`config.mk`:
```
export PLATFORM = sky130hd
export DESIGN_NAME = mix_columns
export DESIGN_NICKNAME = d
export VERILOG_FILES = /design/src/rtl/aes_pkg.sv /design/src/rtl/mix_column_word.sv /design/src/rtl/mix_columns.sv
export SDC_FILE = /design/constraint.sdc
export NUM_CORES = 1
export LEC_CHECK = 0
export ABC_CLOCK_PERIOD_IN_PS = 2700
export BUFFER_PORTS_ARGS = -buffer_cell sky130_fd_sc_hd__buf_2
export CORE_MARGIN = 10
export CORE_UTILIZATION = 56
export DETAILED_ROUTE_END_ITERATION = 10
export PLACE_DENSITY = 0.86
export SLEW_MARGIN = 40
export SYNTH_ARGS = -nofsm -noshare
export SYNTH_HDL_FRONTEND = slang
export SYNTH_SLANG_ARGS = --single-unit
```
`constraint.sdc`:
```
create_clock -name clk -period 2.7 [get_ports clk]
set_clock_uncertainty 0.05 [all_clocks]
set_input_delay 0.54 -clock clk [delete_from_list [all_inputs] [get_ports clk]]
set_output_delay 0.54 -clock clk [all_outputs]
set_load 0.02 [all_outputs]
```
`src/rtl/aes_pkg.sv`:
```
// Shared AES types and GF(2^8) helpers for the round datapath.
// Every product is an xtime chain; there are no multipliers or lookup tables.
package aes_pkg;

   typedef logic [127:0] aes_state_t;
   typedef logic [31:0]  aes_col_t;

   localparam int NUM_COLS = 4;

   typedef enum logic [1:0] {
      IDLE_S,
      RUN_S,
      DONE_S
   } mc_state_e;

   // Multiply by x modulo the AES polynomial 0x11b.
   function automatic logic [7:0] xtime(input logic [7:0] b);
      return {b[6:0], 1'b0} ^ (b[7] ? 8'h1b : 8'h00);
   endfunction

   function automatic logic [7:0] gf_mul2(input logic [7:0] b);
      return xtime(b);
   endfunction

   function automatic logic [7:0] gf_mul3(input logic [7:0] b);
      return xtime(b) ^ b;
   endfunction

   function automatic logic [7:0] gf_mul9(input logic [7:0] b);
      return xtime(xtime(xtime(b))) ^ b;
   endfunction

   function automatic logic [7:0] gf_mulb(input logic [7:0] b);
      return xtime(xtime(xtime(b))) ^ xtime(b) ^ b;
   endfunction

   function automatic logic [7:0] gf_muld(input logic [7:0] b);
      return xtime(xtime(xtime(b))) ^ xtime(xtime(b)) ^ b;
   endfunction

   function automatic logic [7:0] gf_mule(input logic [7:0] b);
      return xtime(xtime(xtime(b))) ^ xtime(xtime(b)) ^ xtime(b);
   endfunction

endpackage

```
`src/rtl/mix_column_word.sv`:
```
// Combinational MixColumns / InvMixColumns of a single 32-bit column.
// Row r of the column lives in col_i[8r+:8].
module mix_column_word
   import aes_pkg::*;
#(
   parameter bit OP = 1'b1
) (
   input  aes_col_t col_i,
   output aes_col_t col_o
);

   for (genvar i = 0; i < 4; i++) begin : g_row
      logic [7:0] a0;
      logic [7:0] a1;
      logic [7:0] a2;
      logic [7:0] a3;

      // a0 is this output's own row; a1..a3 walk the column cyclically.
      assign a0 = col_i[8*i +: 8];
      assign a1 = col_i[8*((i+1)%4) +: 8];
      assign a2 = col_i[8*((i+2)%4) +: 8];
      assign a3 = col_i[8*((i+3)%4) +: 8];

      if (OP) begin : g_fwd
         assign col_o[8*i +: 8] = gf_mul2(a0) ^ gf_mul3(a1) ^ a2 ^ a3;
      end else begin : g_inv
         assign col_o[8*i +: 8] = gf_mule(a0) ^ gf_mulb(a1) ^ gf_muld(a2) ^ gf_mul9(a3);
      end
   end

endmodule

```
`src/rtl/mix_columns.sv`:
```
// MixColumns round stage: one column per cycle through a shared column mixer,
// with a start/done handshake and a registered result state.
module mix_columns
   import aes_pkg::*;
#(
   parameter int WIDTH = 128,
   parameter bit OP    = 1'b1
) (
   input  logic             clk,
   input  logic             rst,
   input  logic [WIDTH-1:0] s_i,
   input  logic             start_i,
   output logic [WIDTH-1:0] s_o,
   output logic             busy_o,
   output logic             done_o
);

   mc_state_e  state_q;
   logic [1:0] colIdx_q;
   aes_state_t s_q;
   aes_state_t res_q;
   aes_state_t sOut_q;
   logic       done_q;
   aes_col_t   colSel_d;
   aes_col_t   mixCol_d;

   assign colSel_d = s_q[32*colIdx_q +: 32];

   mix_column_word #(.OP(OP)) u_word (
      .col_i (colSel_d),
      .col_o (mixCol_d)
   );

   // start_i is only honoured in IDLE_S and DONE_S, so a request during RUN_S is dropped.
   always_ff @(posedge clk) begin
      if (rst) begin
         state_q  <= IDLE_S;
         colIdx_q <= 2'd0;
         s_q      <= '0;
         res_q    <= '0;
         sOut_q   <= '0;
         done_q   <= 1'b0;
      end else begin
         done_q <= 1'b0;
         case (state_q)
            IDLE_S: begin
               if (start_i) begin
                  s_q      <= s_i;
                  colIdx_q <= 2'd0;
                  state_q  <= RUN_S;
               end
            end
            RUN_S: begin
               res_q[32*colIdx_q +: 32] <= mixCol_d;
               colIdx_q                 <= colIdx_q + 2'd1;
               if (colIdx_q == 2'(NUM_COLS - 1)) begin
                  state_q <= DONE_S;
               end
            end
            DONE_S: begin
               sOut_q <= res_q;
               done_q <= 1'b1;
               if (start_i) begin
                  s_q      <= s_i;
                  colIdx_q <= 2'd0;
                  state_q  <= RUN_S;
               end else begin
                  state_q <= IDLE_S;
               end
            end
            default: begin
               state_q <= IDLE_S;
            end
         endcase
      end
   end

   assign s_o    = sOut_q;
   assign done_o = done_q;
   assign busy_o = (state_q == RUN_S) || (state_q == DONE_S);

endmodule

```
==> impl_results.md, run 1 <==
* PnR worst setup slack at 0.0824 ns
* TritonCTS clock tree: done
* Flop2flop setup slack at 0.08 ns
* Unrepaired setup endpoints after global routing: false
* Clock sink count at 389
* Power density over the cells at 715 mW/mm^2
* Top Ports at 261
* Reg-to-Reg End: res_q[89]
* Share of synthesized registers carrying an async set or reset at 0
* Crit path max fanout at 11
* Worst-case hold path end point: s_q[26]
* Launch point of the worst reg-to-reg path: colIdx_q[0]
* Area of the core at 0.0268 mm^2
* Post-Place Cells at 1961
* Status: finished clean
* Detailed router's first-iteration violation count at 1136
* Clock latency on the worst-skew pair at 0.52 ns
* Kind of critical path: register to register
* Library cell with the largest summed area after synthesis: sky130_fd_sc_hd__dfxtp_1
* Number of warning messages in the yosys log at 0
* Number of enable-type register cells in the synthesized netlist at 0
* Count of input and output buffers at 260
* Number of buffers inserted to repair setup after CTS at 0
* Number of global-route vias before repair at 11907
* Worst EP arrival at 2.98 ns
* Clock power frac at 0.399
* First-pass GRT wire length at 66.3 mm
* FILL cells at 1806
* Power dissipated by switching net loads at 3.23 mW
* Aggregate negative setup slack at 0 ns
* Number of unique standard cell types used by synthesis at 34
* Power after layout at 12.9 mW
* Number of nets in the layout at 1799
* Hold depth at 3
* Full die area at 0.0340 mm^2
* Layout cells sized above 1 at 0.244
* Fmax at 382 MHz
* Cts hold-fix bufs at 0
* Place WS at 0.115 ns
* Overall fraction of global-route tracks in use at 0.246
* Switching power as a share of total power at 0.250
* Pre-Repair DR Iteration Count at 5
* Number of antenna violations at the first check in global routing at 2
* Overflow left after global routing at 0
* Sequential fraction of the synthesis area at 0.514
* Required time worst endpoint at 3.06 ns
* Cells after synthesis at 1426
* Post-layout utilization of the core at 0.675
* Syn_nets at 1566
* Cell-internal power at 9.71 mW
* Leak Pwr at 7.60 nW
* Final Routed Wirelength at 42.8 mm
* Post-CTS clock slew at the launch and capture registers of the worst setup and hold paths at 0.06 ns
* Maximum buffer depth of the clock tree at 3
* Count of vias placed by the detailed router at 11711
* Detail Placement HPWL at 30.2 mm
* Syn_area_per_cell at 10.6 um^2
* Area Growth Syn to Fin at 19.5%
* Critical path endpoint category: register
* Post-route DRC at 0
* Placement row count at 60
* Number of CTS-inserted buffers at 37
* Final-report max-slew violation count at 0
* Shortest clock period the worst path allows after layout at 2.62 ns
* Count of cells resized by post-cts repair at 0
* Final critical-path share of the clock period at 0.969
* Ranking of synthesized cells by area: sky130_fd_sc_hd__dfxtp_1 51%, sky130_fd_sc_hd__mux2i_1 8.6%, sky130_fd_sc_hd__a22o_1 6.9%
* H-tree levels at 2
* Pin count of the biggest net entering global routing at 177
* Share of Yosys cell area claimed by the top area cell type at 0.514
* Starting density of the core at 0.565
* Setup violators final at 0
* Vias per Instance at 5.78
* Y dimension of the die at 184 um
* CTS Root Cell: sky130_fd_sc_hd__clkbuf_16
* Top flip-flop cell by instance count after synthesis: sky130_fd_sc_hd__dfxtp_1
* Startpoint type of the worst setup path: register
* Synthesis-stage register bit count at 389
* Start point of the worst min-delay path: s_i[26]
* Combinational group share of total power at 0.135
* ANT nets after route at 0
* Relative contribution of sequential cells to total power at 0.467
* Summed instance area of the synthesized netlist at 0.0151 mm^2
* RD Place Congestion at 0.920
* Die outline width at 184 um
* Peak VDD IR at 0.582 mV
* Non-filler cells in the finished layout at 2027
* Worst hold path type: input port to register
* Hold Vio Cnt, Final at 0
* Max-Slew Margin vs Limit at 0.472
* R2R cell count at 5
* Transition time of the tightest slew-check pin at 0.793 ns
* Routed wirelength normalized by instance count at 21.1 um
* Max-cap check violation count at 0
[synthesized netlist by cell type, types with 2 or more instances]
| library cell | instances |
|---|---|
| sky130_fd_sc_hd__o21ai_0 | 9 |
| sky130_fd_sc_hd__dfxtp_1 | 389 |
| sky130_fd_sc_hd__buf_2 | 5 |
| sky130_fd_sc_hd__xor2_1 | 10 |
| sky130_fd_sc_hd__nand2_1 | 266 |
| sky130_fd_sc_hd__nand3_1 | 2 |
| sky130_fd_sc_hd__mux4_2 | 30 |
| sky130_fd_sc_hd__xnor3_1 | 33 |
| sky130_fd_sc_hd__mux4_1 | 2 |
| sky130_fd_sc_hd__buf_6 | 3 |
| sky130_fd_sc_hd__buf_1 | 18 |
| sky130_fd_sc_hd__xnor2_2 | 5 |
| sky130_fd_sc_hd__nor2_1 | 135 |
| sky130_fd_sc_hd__ha_1 | 9 |
| sky130_fd_sc_hd__inv_1 | 4 |
| sky130_fd_sc_hd__xor2_2 | 2 |
| sky130_fd_sc_hd__xor3_1 | 10 |
| sky130_fd_sc_hd__nor3_1 | 2 |
| sky130_fd_sc_hd__mux2i_1 | 130 |
| sky130_fd_sc_hd__clkbuf_1 | 79 |
| sky130_fd_sc_hd__a22o_1 | 120 |
| sky130_fd_sc_hd__xnor2_1 | 11 |
| sky130_fd_sc_hd__a21oi_1 | 133 |
| sky130_fd_sc_hd__and3_1 | 2 |
| sky130_fd_sc_hd__xnor2_4 | 3 |
| sky130_fd_sc_hd__nor2b_1 | 6 |
[critical path: stages (launching register included)]
cell and delay (ns):
sky130_fd_sc_hd__dfxtp_2 0.45, sky130_fd_sc_hd__buf_4 0.25, sky130_fd_sc_hd__mux4_2 0.60, sky130_fd_sc_hd__xor2_1 0.33
sky130_fd_sc_hd__xnor3_1 0.58, sky130_fd_sc_hd__a22o_1 0.24
[layer usage]
layer  GRT usage  vias to the layer above  wire (um)
li1            -                     5406          -
met1       0.288                     5599      16600
met2       0.417                      570      20700
met3      0.0571                      134       3620
met4       0.115                        2       1910
met5           0                        -         13
[state kept, by name, summed over array words and instances (netlist names)]
register	count
done_o	1
res_q	128
state_q	2
colIdx_q	2
s_o	128
s_q	128
[cells in the final DEF (no fill, tap or decap), drive strengths merged]
cell type | netlist | layout
a21oi | 133 | 133
a22o | 120 | 120
a32oi | 1 | 1
and3 | 2 | 2
and3b | 1 | 1
buf | 27 | 299
bufinv | 0 | 2
clkbuf | 79 | 55
clkinv | 0 | 7
clkinvlp | 0 | 1
dfxtp | 389 | 389
diode | 0 | 1
ha | 9 | 9
inv | 4 | 5
mux2i | 130 | 130
mux4 | 32 | 32
nand2 | 266 | 266
nand2b | 1 | 1
nand3 | 2 | 2
nand3b | 1 | 1
nor2 | 135 | 135
nor2b | 6 | 6
nor3 | 2 | 2
nor4 | 1 | 1
o21ai | 9 | 9
or4 | 1 | 1
or4b | 1 | 1
xnor2 | 19 | 19
xnor3 | 33 | 33
xor2 | 12 | 12
xor3 | 10 | 10
[metrics by stage]
| step | hold slack, ns | area, um^2 |
|---|---|---|
| after floorplan | 0.375 | 15100 |
| after global placement | 0.388 | 16900 |
| after detailed placement | 0.396 | 16900 |
| after CTS | 0.200 | 18100 |
| after global routing | 0.205 | 18100 |
| final | 0.208 | 18100 |
[cells by family (layout without fill, tap and decap cells)]
| logic type | count (synthesis) | after routing | share of synthesized area |
|---|---|---|---|
| xor+xnor | 74 | 74 | 0.0899 |
| buf+inv | 110 | 369 | 0.0302 |
| flops | 389 | 389 | 0.514 |
| simple gates | 419 | 419 | 0.107 |
| mux | 162 | 162 | 0.134 |
| compound gates | 263 | 263 | 0.117 |
| fa+ha+maj | 9 | 9 | 0.00744 |
| other cells | 0 | 1 | 0 |
[area by class of cell]
class,instances,area (um^2),share of cell area
flip-flops and latches,389,7790,0.431
multi-input cells,927,6950,0.384
repair buffers,300,1690,0.0933
clock buffers,54,1100,0.0609
well taps,341,427,0.0236
clock inverters,11,115,0.00636
inverters,4,15.0,0.000830
diodes,1,2.50,0.000138
[power by group through the flow]
stage	Clock, mW	Combinational, mW	Sequential, mW
2_1_floorplan	0	1.14	6.10
3_3_place_gp	0	1.65	6.15
3_5_place_dp	0	1.68	6.16
4_1_cts	5.20	1.71	6.03
5_1_grt	5.44	1.84	6.05
6_report	5.16	1.74	6.04
[worst max-delay path by stage]
stage / start / endpoint / slack, ns / cells past startpoint
after CTS: colIdx_q[0] / res_q[11] / 0.08 / 5
after detailed placement: colIdx_q[0] / res_q[4] / 0.11 / 5
after floorplan: colIdx_q[0] / res_q[17] / 0.32 / 6
after global placement: colIdx_q[0] / res_q[36] / 0.17 / 5
final: colIdx_q[0] / res_q[89] / 0.08 / 5
after global routing: colIdx_q[0] / res_q[50] / 0.02 / 5
No activity file was read; power rests on OpenSTA's default activity.
==> inputs of run 2 (changes only) <==
--- a/config.mk
+++ b/config.mk
@@ -7,6 +7,7 @@
 export LEC_CHECK = 0
 export ABC_CLOCK_PERIOD_IN_PS = 2700
 export BUFFER_PORTS_ARGS = -buffer_cell sky130_fd_sc_hd__buf_2
+export CORE_ASPECT_RATIO = 1.1
 export CORE_MARGIN = 10
 export CORE_UTILIZATION = 56
 export DETAILED_ROUTE_END_ITERATION = 10
==> impl_results.md, run 2 (same netlist as run 1, synthesis figures left out) <==
* Fmax at 388 MHz (+1.6%)
* CTS Root Cell: sky130_fd_sc_hd__clkbuf_16
* H-tree levels at 2 (unchanged)
* Post-route DRC at 0 (unchanged)
* Critical path endpoint category: register
* Aggregate negative setup slack at 0 ns (unchanged)
* RD Place Congestion at 0.893 (-2.9%)
* Critical Path Max Stage Delay at 0.69 ns (+0.09 ns)
* PnR worst setup slack at 0.125 ns (+0.0422 ns)
* Number of global-route vias before repair at 11875 (-0.27%)
* Max-Slew Margin vs Limit at 0.423 (-0.0490)
* Transition time of the tightest slew-check pin at 0.866 ns (+0.0735 ns)
* Post-Place Cells at 1982 (+1.1%)
* Peak VDD IR at 0.515 mV (-11%)
* Combinational group share of total power at 0.135 (about the same)
* Leak Pwr at 7.63 nW (+0.47%)
* Count of input and output buffers at 260 (unchanged)
* Launch point of the worst reg-to-reg path: colIdx_q[0]
* Cell-internal power at 9.73 mW (+0.24%)
* Most common cell after layout, fill and taps aside: sky130_fd_sc_hd__dfxtp_1
* Count of vias placed by the detailed router at 11644 (-0.57%)
* Power density over the cells at 712 mW/mm^2 (-0.47%)
* CP top delay family: XOR/XNOR gates
* Worst EP arrival at 2.93 ns (-0.05 ns)
* Starting density of the core at 0.565 (unchanged)
* Top Ports at 261 (unchanged)
* Placement Cell Area at 0.0170 mm^2 (+0.79%)
* Placement row count at 63 (+5.0%)
* Commonest non-fill, non-tap cells in the layout: 387 x sky130_fd_sc_hd__dfxtp_1, 265 x sky130_fd_sc_hd__nand2_1, 259 x sky130_fd_sc_hd__buf_2, 135 x sky130_fd_sc_hd__nor2_1, 130 x sky130_fd_sc_hd__mux2i_1
* Setup violators final at 0 (unchanged)
* Final critical-path share of the clock period at 0.954 (-0.0156)
* Y dimension of the die at 192 um (+4.4%)
* Unrepaired setup endpoints after global routing: false
* Clock sink count at 389 (unchanged)
* Maximum buffer depth of the clock tree at 3 (unchanged)
* Worst hold path type: input port to register
* Kind of critical path: register to register
* Routed wirelength normalized by instance count at 20.6 um (-2.5%)
* TritonCTS clock tree: done
* Start point of the critical path: colIdx_q[0]
* Detailed router's first-iteration violation count at 956 (-16%)
* Max-cap check violation count at 0 (unchanged)
* Power dissipated by switching net loads at 3.23 mW (about the same)
* Shortest clock period the worst path allows after layout at 2.58 ns (-0.0422 ns)
* Final non-filler cell area at 0.0182 mm^2 (+0.66%)
* Required time worst endpoint at 3.05 ns (about the same)
* Area Growth Syn to Fin at 20.3%
* Vias per Instance at 5.69 (-1.5%)
* Number of nets in the layout at 1804 (+0.28%)
* Crit path max fanout at 15 (+4)
* Hold Vio Cnt, Final at 0 (unchanged)
* Number of CTS-inserted buffers at 37 (unchanged)
* Full die area at 0.0340 mm^2 (about the same)
* CP max stage cell: sky130_fd_sc_hd__mux4_2
* Pin count of the biggest net entering global routing at 195 (+10%)
* Final-report max-slew violation count at 0 (unchanged)
* Startpoint type of the worst setup path: register
* Overflow left after global routing at 0 (unchanged)
* Count of buffer and inverter cells on the critical path at 1 (unchanged)
* Start point of the worst min-delay path: s_i[8]
* Place WS at 0.139 ns (+0.0243 ns)
* Pre-Repair DR Iteration Count at 6 (+1)
* Number of antenna violations at the first check in global routing at 0 (-2)
* Cts hold-fix bufs at 0 (unchanged)
* First-pass GRT wire length at 65.3 mm (-1.4%)
* Post-CTS clock slew at the launch and capture registers of the worst setup and hold paths at 0.06 ns (about the same)
* Total inserted antenna cells at 0 (-1)
* Final Routed Wirelength at 42.2 mm (-1.6%)
* Clock latency on the worst-skew pair at 0.52 ns (about the same)
* Clock power frac at 0.400 (about the same)
* Relative contribution of sequential cells to total power at 0.465 (-0.002)
* Overall fraction of global-route tracks in use at 0.241 (-0.00506)
* Die outline width at 177 um (-4.2%)
* Detail Placement HPWL at 30.2 mm (about the same)
* Cells along the critical path: buf_12 > mux4_2 > xor2_2 > xnor3_1 > a22o_1
* Non-filler cells in the finished layout at 2046 (+0.94%)
* Switching power as a share of total power at 0.249 (-0.000346)
* ANT nets after route at 0 (unchanged)
* Layout cells sized above 1 at 0.244 (about the same)
* Area of the core at 0.0268 mm^2 (unchanged)
* Status: finished clean
run 2: cell types whose count changed in the layout (fill, tap and decap cells not counted), sizes merged:
cell / before / now
clkbuf: 55 / 57
clkinv: 7 / 4
buf: 299 / 304
diode: 1 / 0
run 2: path summary, 6_finish.rpt:
check,endpoint,slack (ns),cells past startpoint
worst min-delay path,s_q[8],0.21,3
worst max-delay path,res_q[24],0.12,5
worst min register to register,res_q[42],0.40,2
worst max register to register,res_q[24],0.12,5
run 2: timing repair:
item | CTS | global route
gates resized for setup | 0 | 1
setup buffers | 0 | 0
endpoints found under the setup margin | 0 | 19
run 2: tightest hold or removal path, stage by stage:
cell and delay [ns]:
sky130_fd_sc_hd__buf_2 0.09, sky130_fd_sc_hd__nand2_1 0.05, sky130_fd_sc_hd__a21oi_1 0.05
run 2: area by class of cell:
type | count | area [um^2]
fillers | 1978 | 8590
inverters | 4 | 15.0
flip-flops and latches | 389 | 7790
clock buffers | 56 | 1120
multi-input cells | 927 | 6950
well taps | 357 | 447
repair buffers | 305 | 1800
clock inverters | 8 | 96.3
run 2: through the flow:
| step | utilization | hold slack (ns) | power, mW |
|---|---|---|---|
| 2_1_floorplan | - | 0.375 | 7.24 |
| 4_1_cts | 0.679 | 0.199 | 13.0 |
| 5_1_grt | 0.680 | 0.214 | 13.3 |
| 3_3_place_gp | 0.634 | 0.389 | 7.81 |
| 6_report | 0.680 | 0.210 | 13.0 |
| 3_5_place_dp | 0.634 | 0.393 | 7.86 |
run 2: per-layer routing:
metal,part of all wire,global-route usage
met1,0.42,0.309
met2,0.47,0.392
met3,0.083,0.0562
met4,0.030,0.0848
met5,0,0
run 2: power groups by stage:
stage / combinational, mW / clock, mW / sequential, mW
CTS: 1.73 / 5.21 / 6.02
detailed placement: 1.71 / 0 / 6.15
floorplan: 1.14 / 0 / 6.10
global placement: 1.67 / 0 / 6.14
global route: 1.84 / 5.46 / 6.04
finish: 1.75 / 5.18 / 6.03
==> inputs of run 3 (changes only) <==
--- a/config.mk
+++ b/config.mk
@@ -6,12 +6,12 @@
 export NUM_CORES = 1
 export LEC_CHECK = 0
 export ABC_CLOCK_PERIOD_IN_PS = 2700
-export BUFFER_PORTS_ARGS = -buffer_cell sky130_fd_sc_hd__buf_2
 export CORE_ASPECT_RATIO = 1.1
 export CORE_MARGIN = 10
-export CORE_UTILIZATION = 56
+export CORE_UTILIZATION = 60
 export DETAILED_ROUTE_END_ITERATION = 10
-export PLACE_DENSITY = 0.86
+export DONT_BUFFER_PORTS = 1
+export PLACE_DENSITY = 0.82
 export SLEW_MARGIN = 40
 export SYNTH_ARGS = -nofsm -noshare
 export SYNTH_HDL_FRONTEND = slang
==> impl_results.md, run 3 (same netlist as run 1, synthesis figures left out) <==
* Cts hold-fix bufs at 0 (unchanged)
* Count of cells resized by post-cts repair at 0 (unchanged)
* Setup violators final at 0 (unchanged)
* Detail Placement HPWL at 28.3 mm (-6.5%)
* Maximum buffer depth of the clock tree at 3 (unchanged)
* Critical path endpoint category: register
* Cell-internal power at 9.99 mW (+2.7%)
* Total inserted antenna cells at 0 (unchanged)
* Power density over the cells at 781 mW/mm^2 (+9.7%)
* First-pass GRT wire length at 60.7 mm (-7.0%)
* Kind of critical path: register to register
* Peak VDD IR at 0.547 mV (+6.3%)
* Most common cell after layout, fill and taps aside: sky130_fd_sc_hd__dfxtp_1
* TritonCTS clock tree: done
* CP max stage cell: sky130_fd_sc_hd__mux4_2
* Count of input and output buffers at 0 (-100%)
* Number of nets in the layout at 1533 (-15%)
* Number of global-route vias before repair at 10296 (-13%)
* Max-Slew Margin vs Limit at 0.432 (+0.00947)
* Post-route DRC at 0 (unchanged)
* Count of vias placed by the detailed router at 10548 (-9.4%)
* Top Ports at 261 (unchanged)
* Number of CTS-inserted buffers at 37 (unchanged)
* Post-CTS clock slew at the launch and capture registers of the worst setup and hold paths at 0.07 ns (about the same)
* Switching power as a share of total power at 0.239 (-0.00992)
* Count of buffer and inverter cells on the critical path at 1 (unchanged)
* Pin count of the biggest net entering global routing at 267 (+37%)
* Pre-Repair DR Iteration Count at 5 (-1)
* Clock latency on the worst-skew pair at 0.51 ns (about the same)
* Relative contribution of sequential cells to total power at 0.459 (-0.006)
* Power dissipated by switching net loads at 3.14 mW (-2.7%)
* CP top delay family: XOR/XNOR gates
* Status: finished clean
* Aggregate negative setup slack at 0 ns (unchanged)
* Final-report max-slew violation count at 0 (unchanged)
* Area of the core at 0.0247 mm^2 (-7.8%)
* Detailed router's first-iteration violation count at 1058 (+11%)
* Placement Cell Area at 0.0155 mm^2 (-9.0%)
* Critical Path Max Stage Delay at 0.64 ns (-0.05 ns)
* Commonest non-fill, non-tap cells in the layout: 387 x sky130_fd_sc_hd__dfxtp_1, 265 x sky130_fd_sc_hd__nand2_1, 135 x sky130_fd_sc_hd__nor2_1, 130 x sky130_fd_sc_hd__mux2i_1, 129 x sky130_fd_sc_hd__a21oi_1
* Clock sink count at 389 (unchanged)
* Worst hold path type: input port to register
* Fmax at 389 MHz (+0.18%)
* Area Growth Syn to Fin at 11.1%
* Unrepaired setup endpoints after global routing: false
* Max-cap check violation count at 0 (unchanged)
* Routed wirelength normalized by instance count at 23.1 um (+12%)
* Final Routed Wirelength at 39.9 mm (-5.2%)
* Startpoint type of the worst setup path: register
* H-tree levels at 2 (unchanged)
* Flop2flop setup slack at 0.13 ns (about the same)
* Transition time of the tightest slew-check pin at 0.852 ns (-0.0142 ns)
* Leak Pwr at 6.38 nW (-16%)
* Clock power frac at 0.424 (+0.024)
* Placement row count at 60 (-4.8%)
* Shortest clock period the worst path allows after layout at 2.57 ns (-0.00470 ns)
* RD Place Congestion at 0.871 (-2.5%)
* Final critical-path share of the clock period at 0.952 (-0.00174)
* Overall fraction of global-route tracks in use at 0.240 (-0.00117)
* Y dimension of the die at 187 um (-3.0%)
* ANT nets after route at 0 (unchanged)
* Number of antenna violations at the first check in global routing at 0 (unchanged)
* Starting density of the core at 0.613 (+0.0481)
* Hold Vio Cnt, Final at 0 (unchanged)
* Vias per Instance at 6.09 (+7.0%)
* Required time worst endpoint at 3.11 ns (+0.06 ns)
* Full die area at 0.0320 mm^2 (-6.0%)
* Overflow left after global routing at 0 (unchanged)
* Crit path max fanout at 19 (+4)
* CTS Root Cell: sky130_fd_sc_hd__clkbuf_16
* Die outline width at 171 um (-3.0%)
* Worst EP arrival at 2.98 ns (+0.05 ns)
* Number of buffers inserted to repair setup after CTS at 0 (unchanged)
* Final non-filler cell area at 0.0168 mm^2 (-7.7%)
* Layout cells sized above 1 at 0.105 (-0.138)
* Combinational group share of total power at 0.118 (-0.017)
* Cells along the critical path: buf_12 > mux4_2 > xnor3_1 > xor2_1 > a22o_1
-- run 3: cell count changes in the layout (fill, tap and decap cells not counted), moves of 2 or more --
cell | before | now
sky130_fd_sc_hd__clkbuf_1 | 9 | 3
sky130_fd_sc_hd__bufinv_16 | 2 | 4
sky130_fd_sc_hd__buf_12 | 12 | 6
sky130_fd_sc_hd__buf_2 | 259 | 0
sky130_fd_sc_hd__clkbuf_8 | 9 | 14
sky130_fd_sc_hd__buf_4 | 33 | 28
-- run 3: final cells by class --
class	instances	area, um^2
clock buffer	56	1180
multi-input combinational	927	6940
clock inverter	12	173
tap	310	388
inverter	4	15.0
timing repair buffer	34	330
sequential	389	7790
fill	1755	7880
-- run 3: path summary, 6_finish.rpt --
check                            startpoint   endpoint  depth (start not counted)
worst max-delay path            colIdx_q[0]  res_q[70]                          5
worst min-delay path                    rst    s_o[32]                          1
worst min register to register      s_q[33]    s_q[33]                          2
worst max register to register  colIdx_q[0]  res_q[70]                          5
-- run 3: per-layer routing --
| layer | global-route usage | share of wire | wire length (um) |
|---|---|---|---|
| met5 | 0 | 0 | 0 |
| met4 | 0.0670 | 0.024 | 961 |
| met3 | 0.0898 | 0.12 | 4600 |
| met2 | 0.384 | 0.48 | 19000 |
| met1 | 0.295 | 0.39 | 15400 |
-- run 3: power by group through the flow --
stage               clock, mW  sequential [mW]  combinational [mW]
finish                   5.57             6.02                1.54
global route             5.86             6.04                1.64
CTS                      5.61             6.02                1.53
detailed placement          0             6.15                1.51
global placement            0             6.14                1.47
floorplan                   0             6.10                1.14
-- run 3: per-stage QoR --
stage / power [mW] / setup slack (ns) / utilization / instances / hold WS (ns)
after floorplan: 7.24 / 0.323 / - / 1426 / 0.375
after global placement: 7.62 / 0.205 / 0.626 / 1664 / 0.387
after detailed placement: 7.66 / 0.146 / 0.626 / 1664 / 0.396
after CTS: 13.2 / 0.134 / 0.681 / 1732 / 0.0489
after global routing: 13.5 / 0.0625 / 0.681 / 1732 / 0.0542
final: 13.1 / 0.129 / 0.681 / 1732 / 0.0663
